<file path="config.mk">
export PLATFORM = sky130hd
export DESIGN_NAME = axi_sram_slave
export DESIGN_NICKNAME = d
export VERILOG_FILES = /design/src/rtl/axi_sram_slave.sv
export SDC_FILE = /design/constraint.sdc
export NUM_CORES = 1
export LEC_CHECK = 0
export CAP_MARGIN = 15
export CORE_UTILIZATION = 35
export CTS_CLUSTER_DIAMETER = 30
export DETAILED_ROUTE_END_ITERATION = 10
export PLACE_DENSITY = 0.78
export SYNTH_ARGS = -nofsm -noshare
export SYNTH_HDL_FRONTEND = slang
export SYNTH_SLANG_ARGS = --single-unit
</file>
<file path="constraint.sdc">
create_clock -name aclk -period 2.9 [get_ports aclk]
set_input_delay 0.87 -clock aclk [delete_from_list [all_inputs] [get_ports aclk]]
set_output_delay 0.87 -clock aclk [all_outputs]
set_load 0.005 [all_outputs]
</file>
<file path="src/rtl/axi_sram_slave.sv">
// AXI3 slave serving read/write bursts from one single-port synchronous SRAM.
// One transaction in flight; reads and writes alternate priority at address accept.
module axi_sram_slave #(
  parameter int ADDR_W = 16,
  parameter int ID_W   = 4
) (
  input  logic              aclk,
  input  logic              rst,
  input  logic [ID_W-1:0]   arid,
  input  logic [31:0]       araddr,
  input  logic [7:0]        arlen,
  input  logic [2:0]        arsize,
  input  logic [1:0]        arburst,
  input  logic              arvalid,
  output logic              arready,
  output logic [ID_W-1:0]   rid,
  output logic [31:0]       rdata,
  output logic [1:0]        rresp,
  output logic              rlast,
  output logic              rvalid,
  input  logic              rready,
  input  logic [ID_W-1:0]   awid,
  input  logic [31:0]       awaddr,
  input  logic [7:0]        awlen,
  input  logic [2:0]        awsize,
  input  logic [1:0]        awburst,
  input  logic              awvalid,
  output logic              awready,
  input  logic [ID_W-1:0]   wid,
  input  logic [31:0]       wdata,
  input  logic [3:0]        wstrb,
  input  logic              wlast,
  input  logic              wvalid,
  output logic              wready,
  output logic [ID_W-1:0]   bid,
  output logic [1:0]        bresp,
  output logic              bvalid,
  input  logic              bready,
  output logic              sram_en,
  output logic [3:0]        sram_wen,
  output logic [ADDR_W-1:0] sram_addr,
  output logic [31:0]       sram_wdata,
  input  logic [31:0]       sram_rdata,
  output logic [2:0]        dbg_state
);

  // Handshakes: a transfer happens on a rising edge where valid and ready are both high;
  // valid-side payload is held stable until that edge.
  typedef enum logic [2:0] {
    S_IDLE, S_RD_REQ, S_RD_CAP, S_RD_RESP, S_WR_DATA, S_WR_RESP
  } state_t;

  state_t            state_q, state_d;
  logic              prio_q, prio_d;   // 1 = write side wins a tie
  logic [ID_W-1:0]   id_q, id_d;
  logic [31:0]       addr_q, addr_d;
  logic [7:0]        len_q, len_d;
  logic [7:0]        beat_q, beat_d;
  logic [1:0]        size_q, size_d;
  logic [1:0]        burst_q, burst_d;
  logic              err_q, err_d;
  logic [31:0]       rdata_q, rdata_d;
  logic              rvalid_q, rvalid_d;
  logic              bvalid_q, bvalid_d;
  logic              last_beat;
  logic [31:0]       addr_next;
  logic              unused_wid;

  assign unused_wid = ^wid;
  assign last_beat  = (beat_q == len_q);
  assign addr_next  = (burst_q == 2'b00) ? addr_q : addr_q + (32'd1 << size_q);

  always_ff @(posedge aclk or posedge rst) begin
    if (rst) begin
      state_q  <= S_IDLE;
      prio_q   <= 1'b0;
      id_q     <= '0;
      addr_q   <= '0;
      len_q    <= '0;
      beat_q   <= '0;
      size_q   <= '0;
      burst_q  <= '0;
      err_q    <= 1'b0;
      rdata_q  <= '0;
      rvalid_q <= 1'b0;
      bvalid_q <= 1'b0;
    end else begin
      state_q  <= state_d;
      prio_q   <= prio_d;
      id_q     <= id_d;
      addr_q   <= addr_d;
      len_q    <= len_d;
      beat_q   <= beat_d;
      size_q   <= size_d;
      burst_q  <= burst_d;
      err_q    <= err_d;
      rdata_q  <= rdata_d;
      rvalid_q <= rvalid_d;
      bvalid_q <= bvalid_d;
    end
  end

  always_comb begin
    state_d    = state_q;
    prio_d     = prio_q;
    id_d       = id_q;
    addr_d     = addr_q;
    len_d      = len_q;
    beat_d     = beat_q;
    size_d     = size_q;
    burst_d    = burst_q;
    err_d      = err_q;
    rdata_d    = rdata_q;
    rvalid_d   = rvalid_q;
    bvalid_d   = bvalid_q;
    // rst gating keeps the IDLE-derived readies low while reset is held
    arready    = (state_q == S_IDLE) && !rst && !(awvalid && prio_q);
    awready    = (state_q == S_IDLE) && !rst && !(arvalid && !prio_q);
    wready     = (state_q == S_WR_DATA);
    sram_en    = 1'b0;
    sram_wen   = 4'b0000;
    sram_addr  = addr_q[ADDR_W+1:2];
    sram_wdata = '0;
    case (state_q)
      S_IDLE: begin
        if (arvalid && arready) begin
          id_d    = arid;
          addr_d  = araddr;
          len_d   = arlen;
          size_d  = (arsize > 3'd2) ? 2'd2 : arsize[1:0];
          burst_d = arburst;
          beat_d  = '0;
          err_d   = 1'b0;
          prio_d  = 1'b1;
          state_d = S_RD_REQ;
        end else if (awvalid && awready) begin
          id_d    = awid;
          addr_d  = awaddr;
          len_d   = awlen;
          size_d  = (awsize > 3'd2) ? 2'd2 : awsize[1:0];
          burst_d = awburst;
          beat_d  = '0;
          err_d   = 1'b0;
          prio_d  = 1'b0;
          state_d = S_WR_DATA;
        end
      end
      S_RD_REQ: begin
        sram_en = 1'b1;
        state_d = S_RD_CAP;
      end
      S_RD_CAP: begin
        rdata_d  = sram_rdata;
        rvalid_d = 1'b1;
        state_d  = S_RD_RESP;
      end
      S_RD_RESP: begin
        if (rready) begin
          rvalid_d = 1'b0;
          if (last_beat) begin
            state_d = S_IDLE;
          end else begin
            beat_d  = beat_q + 8'd1;
            addr_d  = addr_next;
            state_d = S_RD_REQ;
          end
        end
      end
      S_WR_DATA: begin
        if (wvalid) begin
          sram_en    = 1'b1;
          sram_wen   = wstrb;
          sram_wdata = wdata;
          err_d      = err_q | (wlast != last_beat);
          if (last_beat) begin
            bvalid_d = 1'b1;
            state_d  = S_WR_RESP;
          end else begin
            beat_d = beat_q + 8'd1;
            addr_d = addr_next;
          end
        end
      end
      S_WR_RESP: begin
        if (bready) begin
          bvalid_d = 1'b0;
          state_d  = S_IDLE;
        end
      end
      default: state_d = S_IDLE;
    endcase
  end

  assign rvalid    = rvalid_q;
  assign rdata     = rdata_q;
  assign rid       = rvalid_q ? id_q : '0;
  assign rlast     = rvalid_q && last_beat;
  assign rresp     = 2'b00;
  assign bvalid    = bvalid_q;
  assign bid       = bvalid_q ? id_q : '0;
  assign bresp     = (bvalid_q && err_q) ? 2'b10 : 2'b00;
  assign dbg_state = state_q;

endmodule

</file>
==> results of run 1 <==
-- kinds of logic after synthesis --
group,count (synthesis),share of synthesized area
multiplexers,48,0.112
buffers and inverters,53,0.0588
adder cells (fa/ha/maj),6,0.0173
AND/OR/NAND/NOR,207,0.223
XOR/XNOR,11,0.0202
AO/OA/AOI/OAI,97,0.142
other,1,0.000787
flip-flops,81,0.425
-- layout by cell type, fill, tap and decap left out, drive strengths merged, types with 3 or more instances in the layout --
cell type      synthesis  routed
a211oi                 3       3
xnor2                 10      10
dfrtp                 81      81
nand2                 61      61
a31oi                 22      22
a21oi                 20      20
o22ai                  6       6
nor2b                  4       4
nor3                   6       6
a21o                   3       3
nand3                 10      10
clkdlybuf4s15          0      18
mux2i                  5       5
o31ai                  6       6
nand4                  6       6
dlygate4sd2            0      15
clkinvlp               0       3
o21ai                 10      10
a22oi                  7       7
buf                   22      47
ha                     5       5
nor2                  40      40
or4                    5       5
clkbuf                23      15
conb                   1       3
a32o                   5       5
and2                  49      49
inv                    8       7
mux2                  43      43
clkdlybuf4s50          0     207
nand2b                 4       4
and3                   7       7
-- how the worst max path moves through the flow --
stage                     startpoint              to  slack [ps]  cells past startpoint
final                            rst         awready          40                      5
after global routing       beat_q[2]           rlast           7                      4
after CTS                     wvalid   sram_wdata[1]         -50                      7
after detailed placement      wvalid     sram_wen[0]        -520                      5
after global placement        wvalid     sram_wen[0]        -490                      5
after floorplan               wvalid  sram_wdata[10]         220                      4
-- power by group through the flow --
stage / Sequential, W / Clock (W) / Combinational [W]
2_1_floorplan: 0.00202 / 0 / 0.00177
3_3_place_gp: 0.00210 / 0 / 0.00308
3_5_place_dp: 0.00214 / 0 / 0.00317
4_1_cts: 0.00213 / 0.00118 / 0.00321
5_1_grt: 0.00220 / 0.00122 / 0.00346
6_report: 0.00213 / 0.00115 / 0.00319
-- cell usage after synthesis (all sizes together), types with 2 or more instances --
library cell and n:
a22o 2, o31ai 6, nand2 61, nand3 10
nand4 6, nand2b 4, nor2 40, nor3 6
and4b 2, clkbuf 23, o211ai 2, and2 49
buf 22, a32o 5, or4 5, nor2b 4
ha 5, o21ai 10, nor4 2, o22ai 6
nand3b 2, o21a 2, mux2 43, a31oi 22
and4 2, o32a 2, dfrtp 81, and3 7
xnor2 10, inv 8, a211oi 3, or3 2
mux2i 5, a22oi 7, a21oi 20, a21o 3
-- layout make-up --
cell class / count / share of cell area
Clock inverter: 5 / 0.00688
Tap cell: 176 / 0.0275
Sequential cell: 81 / 0.253
Timing Repair Buffer: 292 / 0.363
Clock buffer: 11 / 0.0303
Multi-Input combinational cell: 372 / 0.315
Inverter: 8 / 0.00422
-- sequential cells by signal, indices dropped and copies added, names as in the netlist --
| name | flops |
|---|---|
| rdata | 32 |
| addr_q | 18 |
| beat_q | 8 |
| len_q | 8 |
| id_q | 4 |
| dbg_state | 3 |
| burst_q | 2 |
| size_q | 2 |
| bvalid | 1 |
| err_q | 1 |
| prio_q | 1 |
| rvalid | 1 |
-- tightest hold or removal path, cell delays in order, from the launching register on --
cell and delay (ps):
dfrtp_1 350, nand2_1 50, o21ai_0 60
-- per-stage QoR --
step / total power (W) / setup WS [ps] / hold WS [ps] / area, µm²
2_1_floorplan: 0.00379 / 220 / 442 / 4780
4_1_cts: 0.00652 / -52.4 / 499 / 7960
5_1_grt: 0.00689 / 6.96 / 524 / 8000
6_report: 0.00647 / 35.3 / 492 / 8000
3_5_place_dp: 0.00531 / -522 / 475 / 7580
3_3_place_gp: 0.00518 / -490 / 467 / 7580
-- metal layers --
layer	GRT usage	wire length [µm]	vias up	part of all wire
li1	-	-	2295	-
met1	0.271	6520	2353	0.40
met2	0.412	8060	218	0.49
met3	0.0671	1400	25	0.086
met4	0.0910	309	0	0.019
met5	0	0	-	0
-- timing repair --
action,4_1_cts,5_1_grt
gates cloned,2,1
buffers inserted,7,1
setup endpoints to repair,39,26
pin swaps,1,0
gates resized for setup,85,17
==> flow_metrics.py, run 1 <==
metrics = {
    "global_route": {
        "grt_pass1_wl_um": 26100,
        "grt_max_degree": 35,
        "grt_use_total": 0.236,
        "grt-ovfl-total": 0,
        "antenna_found_initial": 0,
        "grt_pass1_vias": 5115,
    },
    "synthesis": {
        "synth.distinct_cells": 58,
        "yosys-top-cells-area": "dfrtp_1 43%, mux2_2 10%, and2_1 6.4%",
        "synth_cells": 504,
        "syn_area_per_cell_um2": 9.45,
        "synth-seq-cells": 81,
        "ys_seq_area_frac": 0.425,
        "synth_top_area_frac": 0.425,
        "yosysTopAreaCell": "dfrtp_1",
        "syn_area_mm2": 0.00476,
        "synth_ff_type": "dfrtp_1",
        "ys_warn_count": 0,
        "synth-edff-count": 0,
        "synthArstFlopShare": 1.00,
    },
    "clocking": {
        "tritoncts": "built",
        "path_clk_slew_ps": 60,
        "insertion_delay_ps": 340,
        "clockBufferDepth": 2,
        "holdBufCountCts": 0,
        "h-tree-depth": 3,
        "cts_buffers": 9,
        "numClockSinks": 81,
        "root_buffer": "clkbuf_16",
    },
    "power_and_ir_drop": {
        "intPower_w": 0.00423,
        "ir_drop_uv": 478,
        "swShare": 0.346,
        "net-switching-power_w": 0.00224,
        "seq_power_share": 0.329,
        "p_comb_frac": 0.494,
        "power_leakage_nw": 3.37,
        "power.share.clock": 0.177,
        "powerDensity_mw_per_mm2": 808,
    },
    "routing": {
        "drc": 0,
        "avgViaCountPerCell": 5.18,
        "antenna_left": 0,
        "dr.first_iter.drc_count": 389,
        "wire_per_inst_um": 17.2,
        "num_vias": 4891,
        "drt-total-wl_um": 16300,
        "dr.pass1.iters": 5,
    },
    "die": {
        "die_area_mm2": 0.0141,
        "fp.dieW_um": 119,
        "fp.dieH_um": 119,
        "fp-row-count": 42,
        "fp.coreArea_mm2": 0.0132,
        "initial_core_util": 0.360,
        "ioPinCount": 284,
    },
    "sta": {
        "fin_tns_setup_ps": 0,
        "fin_crit_sh": 0.988,
        "maxSlewViolCount": 0,
        "fin_worst_skew_ps": 8.79,
        "finalHoldViolCount": 0,
        "grt_setup_unrepaired": "false",
        "period_needed_ps": 2860,
        "slew_headroom": 0.608,
        "setup_viol": 0,
        "tightest_slew_ps": 586,
        "fmax_mhz": 349,
    },
    "hold_path": {
        "whs_path_depth": 2,
        "hold_path.class": "reg -> reg",
        "holdPathEnd": "err_q",
        "min-delay-start": "err_q",
    },
    "final_layout": {
        "nNetsFinal": 948,
        "num-fill-cells": 1147,
        "multi_input_area_mm2": 0.00252,
        "final_cells": 945,
        "final-seq-area_mm2": 0.00203,
        "syn_to_final_growth_pct": 67.9,
        "utilization": 0.604,
        "drive_above_1_share": 0.178,
        "n_antenna_cell": 0,
    },
    "setup_path": {
        "r2r_cells": 8,
        "startpoint_type": "primary input",
        "cp.arrival_ps": 1990,
        "ff2ff_setup_slack_ps": 370,
        "cp_num_buf_inv": 3,
        "worstPathRequired_ps": 2030,
        "critPathKind": "in -> out",
        "cpLargestDelayFamily": "simple AND/OR/NAND/NOR gates",
        "r2r-end": "beat_q[5]",
        "end_kind": "output pin",
        "critPathSlowestCell": "or4_4",
        "path_cells": "clkdlybuf4s15_1 -> or4_4 -> buf_6 -> a21oi_4 -> buf_2",
        "rr_startpoint": "dbg_state[0]",
        "critPathMaxFanout": 2,
        "critPathMaxStageDelay_ps": 540,
    },
    "placed_design": {
        "placed_cells": 918,
        "io_buffers": 248,
        "dpl.hpwl_um": 12100,
        "gp_congestion": 0.906,
    },
    "job": {
        "drv_cap": 0,
    },
    "outcome": {
        "status": "complete, no violations",
    },
}
No activity file was read; power rests on OpenSTA's default activity.
==> run 2: changes to the inputs <==
Settings changed: PLACE_DENSITY 0.78 to 0.79.
==> run 2 against run 1 <==
Compared with the run above:
- critical path depth down 1
- sequential power about the same
- global-route usage is 0.098 points higher
- count of clock-buffer cells in the layout stayed put
- non-clock buffer count grew 4
- setup slack better by 17 ps
- first-iteration DRC count is 1.3% lower
- sequential share of layout area increased by 0.28 points
- clock power hardly changed
- combinational power barely moved
- cell count up 0.42%
- via count shrank 0.12%
- critical endpoint is now arready
- largest power group unchanged
- highest routed layer unchanged
==> flow_metrics.py, run 2 (same netlist as run 1, synthesis figures left out) <==
metrics = {
    "die": {
        "fp.dieW_um": 119,
        "fp.coreArea_mm2": 0.0132,
        "ioPinCount": 284,
        "initial_core_util": 0.360,
        "fp.dieH_um": 119,
        "die_area_mm2": 0.0141,
        "fp-row-count": 42,
    },
    "final_layout": {
        "num-fill-cells": 1128,
        "n_antenna_cell": 0,
        "largest_reg_flops": 32,
        "drive_above_1_share": 0.201,
        "final_cells": 949,
        "syn_to_final_growth_pct": 66.0,
        "layout_common_cells": "207 x clkdlybuf4s50_1, 81 x dfrtp_1, 61 x nand2_1, 48 x and2_1, 43 x mux2_2",
        "nNetsFinal": 952,
        "final_common_cell": "clkdlybuf4s50_1",
    },
    "outcome": {
        "status": "complete, no violations",
    },
    "setup_path": {
        "end_kind": "output pin",
        "cp.arrival_ps": 1980,
        "startpoint_type": "primary input",
        "critPathMaxFanout": 3,
        "worstPathRequired_ps": 2030,
        "critPathKind": "in -> out",
    },
    "sta": {
        "setup_viol": 0,
        "fin_ws_ps": 51.8,
        "maxSlewViolCount": 0,
        "slew_headroom": 0.547,
        "fin_worst_skew_ps": 6.52,
        "finalHoldViolCount": 0,
        "tightest_slew_ps": 676,
        "fin_tns_setup_ps": 0,
        "fin_crit_sh": 0.982,
        "period_needed_ps": 2850,
        "fmax_mhz": 351,
    },
    "clocking": {
        "path_clk_slew_ps": 60,
        "h-tree-depth": 3,
        "tritoncts": "built",
        "clockBufferDepth": 2,
        "root_buffer": "clkbuf_16",
        "cts_buffers": 9,
        "insertion_delay_ps": 350,
        "holdBufCountCts": 0,
        "numClockSinks": 81,
    },
    "power_and_ir_drop": {
        "p_comb_frac": 0.491,
        "intPower_w": 0.00422,
        "swShare": 0.350,
        "net-switching-power_w": 0.00227,
        "powerDensity_mw_per_mm2": 821,
        "ir_drop_uv": 601,
        "finalPower_w": 0.00649,
        "seq_power_share": 0.328,
        "power.share.clock": 0.181,
        "power_leakage_nw": 3.39,
    },
    "routing": {
        "drt-total-wl_um": 16500,
        "dr.first_iter.drc_count": 384,
        "dr.pass1.iters": 5,
        "avgViaCountPerCell": 5.15,
        "num_vias": 4885,
        "wire_per_inst_um": 17.4,
        "antenna_left": 0,
        "drc": 0,
    },
    "global_route": {
        "grt_pass1_wl_um": 26200,
        "grt-ovfl-total": 0,
        "grt_max_degree": 35,
        "grt_use_total": 0.237,
        "antenna_found_initial": 0,
        "grt_pass1_vias": 5053,
    },
    "placed_design": {
        "dp_slack_ps": -487,
        "dpl.hpwl_um": 12300,
        "io_buffers": 248,
        "gp_congestion": 0.887,
        "placed_cells": 919,
    },
    "hold_path": {
        "hold_path.class": "reg -> reg",
    },
    "job": {
        "drv_cap": 0,
    },
}
-- run 2: power groups by stage --
stage	combinational [W]	sequential, W	clock, W
CTS	0.00318	0.00212	0.00121
global placement	0.00307	0.00209	0
floorplan	0.00177	0.00202	0
global route	0.00346	0.00221	0.00125
finish	0.00319	0.00213	0.00117
detailed placement	0.00316	0.00213	0
-- run 2: worst paths after layout --
path	startpoint	end	cells after the start	slack (ps)
max	rst	arready	4	50
min	err_q	err_q	2	490
max reg2reg	dbg_state[2]	beat_q[5]	6	490
min reg2reg	err_q	err_q	2	490
max in group asynchronous	rst	rdata[2]	4	1470
min in group asynchronous	rst	addr_q[12]	3	890
-- run 2: layout make-up --
| class | instances | area, µm² | share of cell area |
|---|---|---|---|
| Tap cell | 176 | 220 | 0.0278 |
| Inverter | 8 | 33.8 | 0.00427 |
| Clock buffer | 11 | 243 | 0.0307 |
| Timing Repair Buffer | 296 | 2800 | 0.354 |
| Sequential cell | 81 | 2030 | 0.256 |
| Multi-Input combinational cell | 372 | 2520 | 0.319 |
| Clock inverter | 5 | 65.1 | 0.00823 |
-- run 2: stage by stage --
stage               area [µm²]  hold slack (ps)  utilization
floorplan                 4780              442            -
global placement          7570              467        0.572
detailed placement        7570              478        0.572
CTS                       7900              494        0.597
global route              7910              520        0.597
finish                    7910              490        0.597
-- run 2: layer usage --
| metal | track usage | vias up | routed length (µm) |
|---|---|---|---|
| met4 | 0.0696 | 0 | 220 |
| met1 | 0.293 | 2343 | 6870 |
| li1 | - | 2305 | - |
| met5 | 0 | - | 0 |
| met3 | 0.0676 | 19 | 1270 |
| met2 | 0.399 | 218 | 8150 |
-- run 2: worst max-delay path: stages --
cell and delay [ps]:
dlygate4sd2_1 260, or4_4 550, a21oi_2 160, buf_2 140
-- run 2: timing repair --
action	CTS	global route
resized for setup	106	34
setup buffers	8	1
endpoints found under the setup margin	39	24
cloned	3	2
pin swaps	1	0
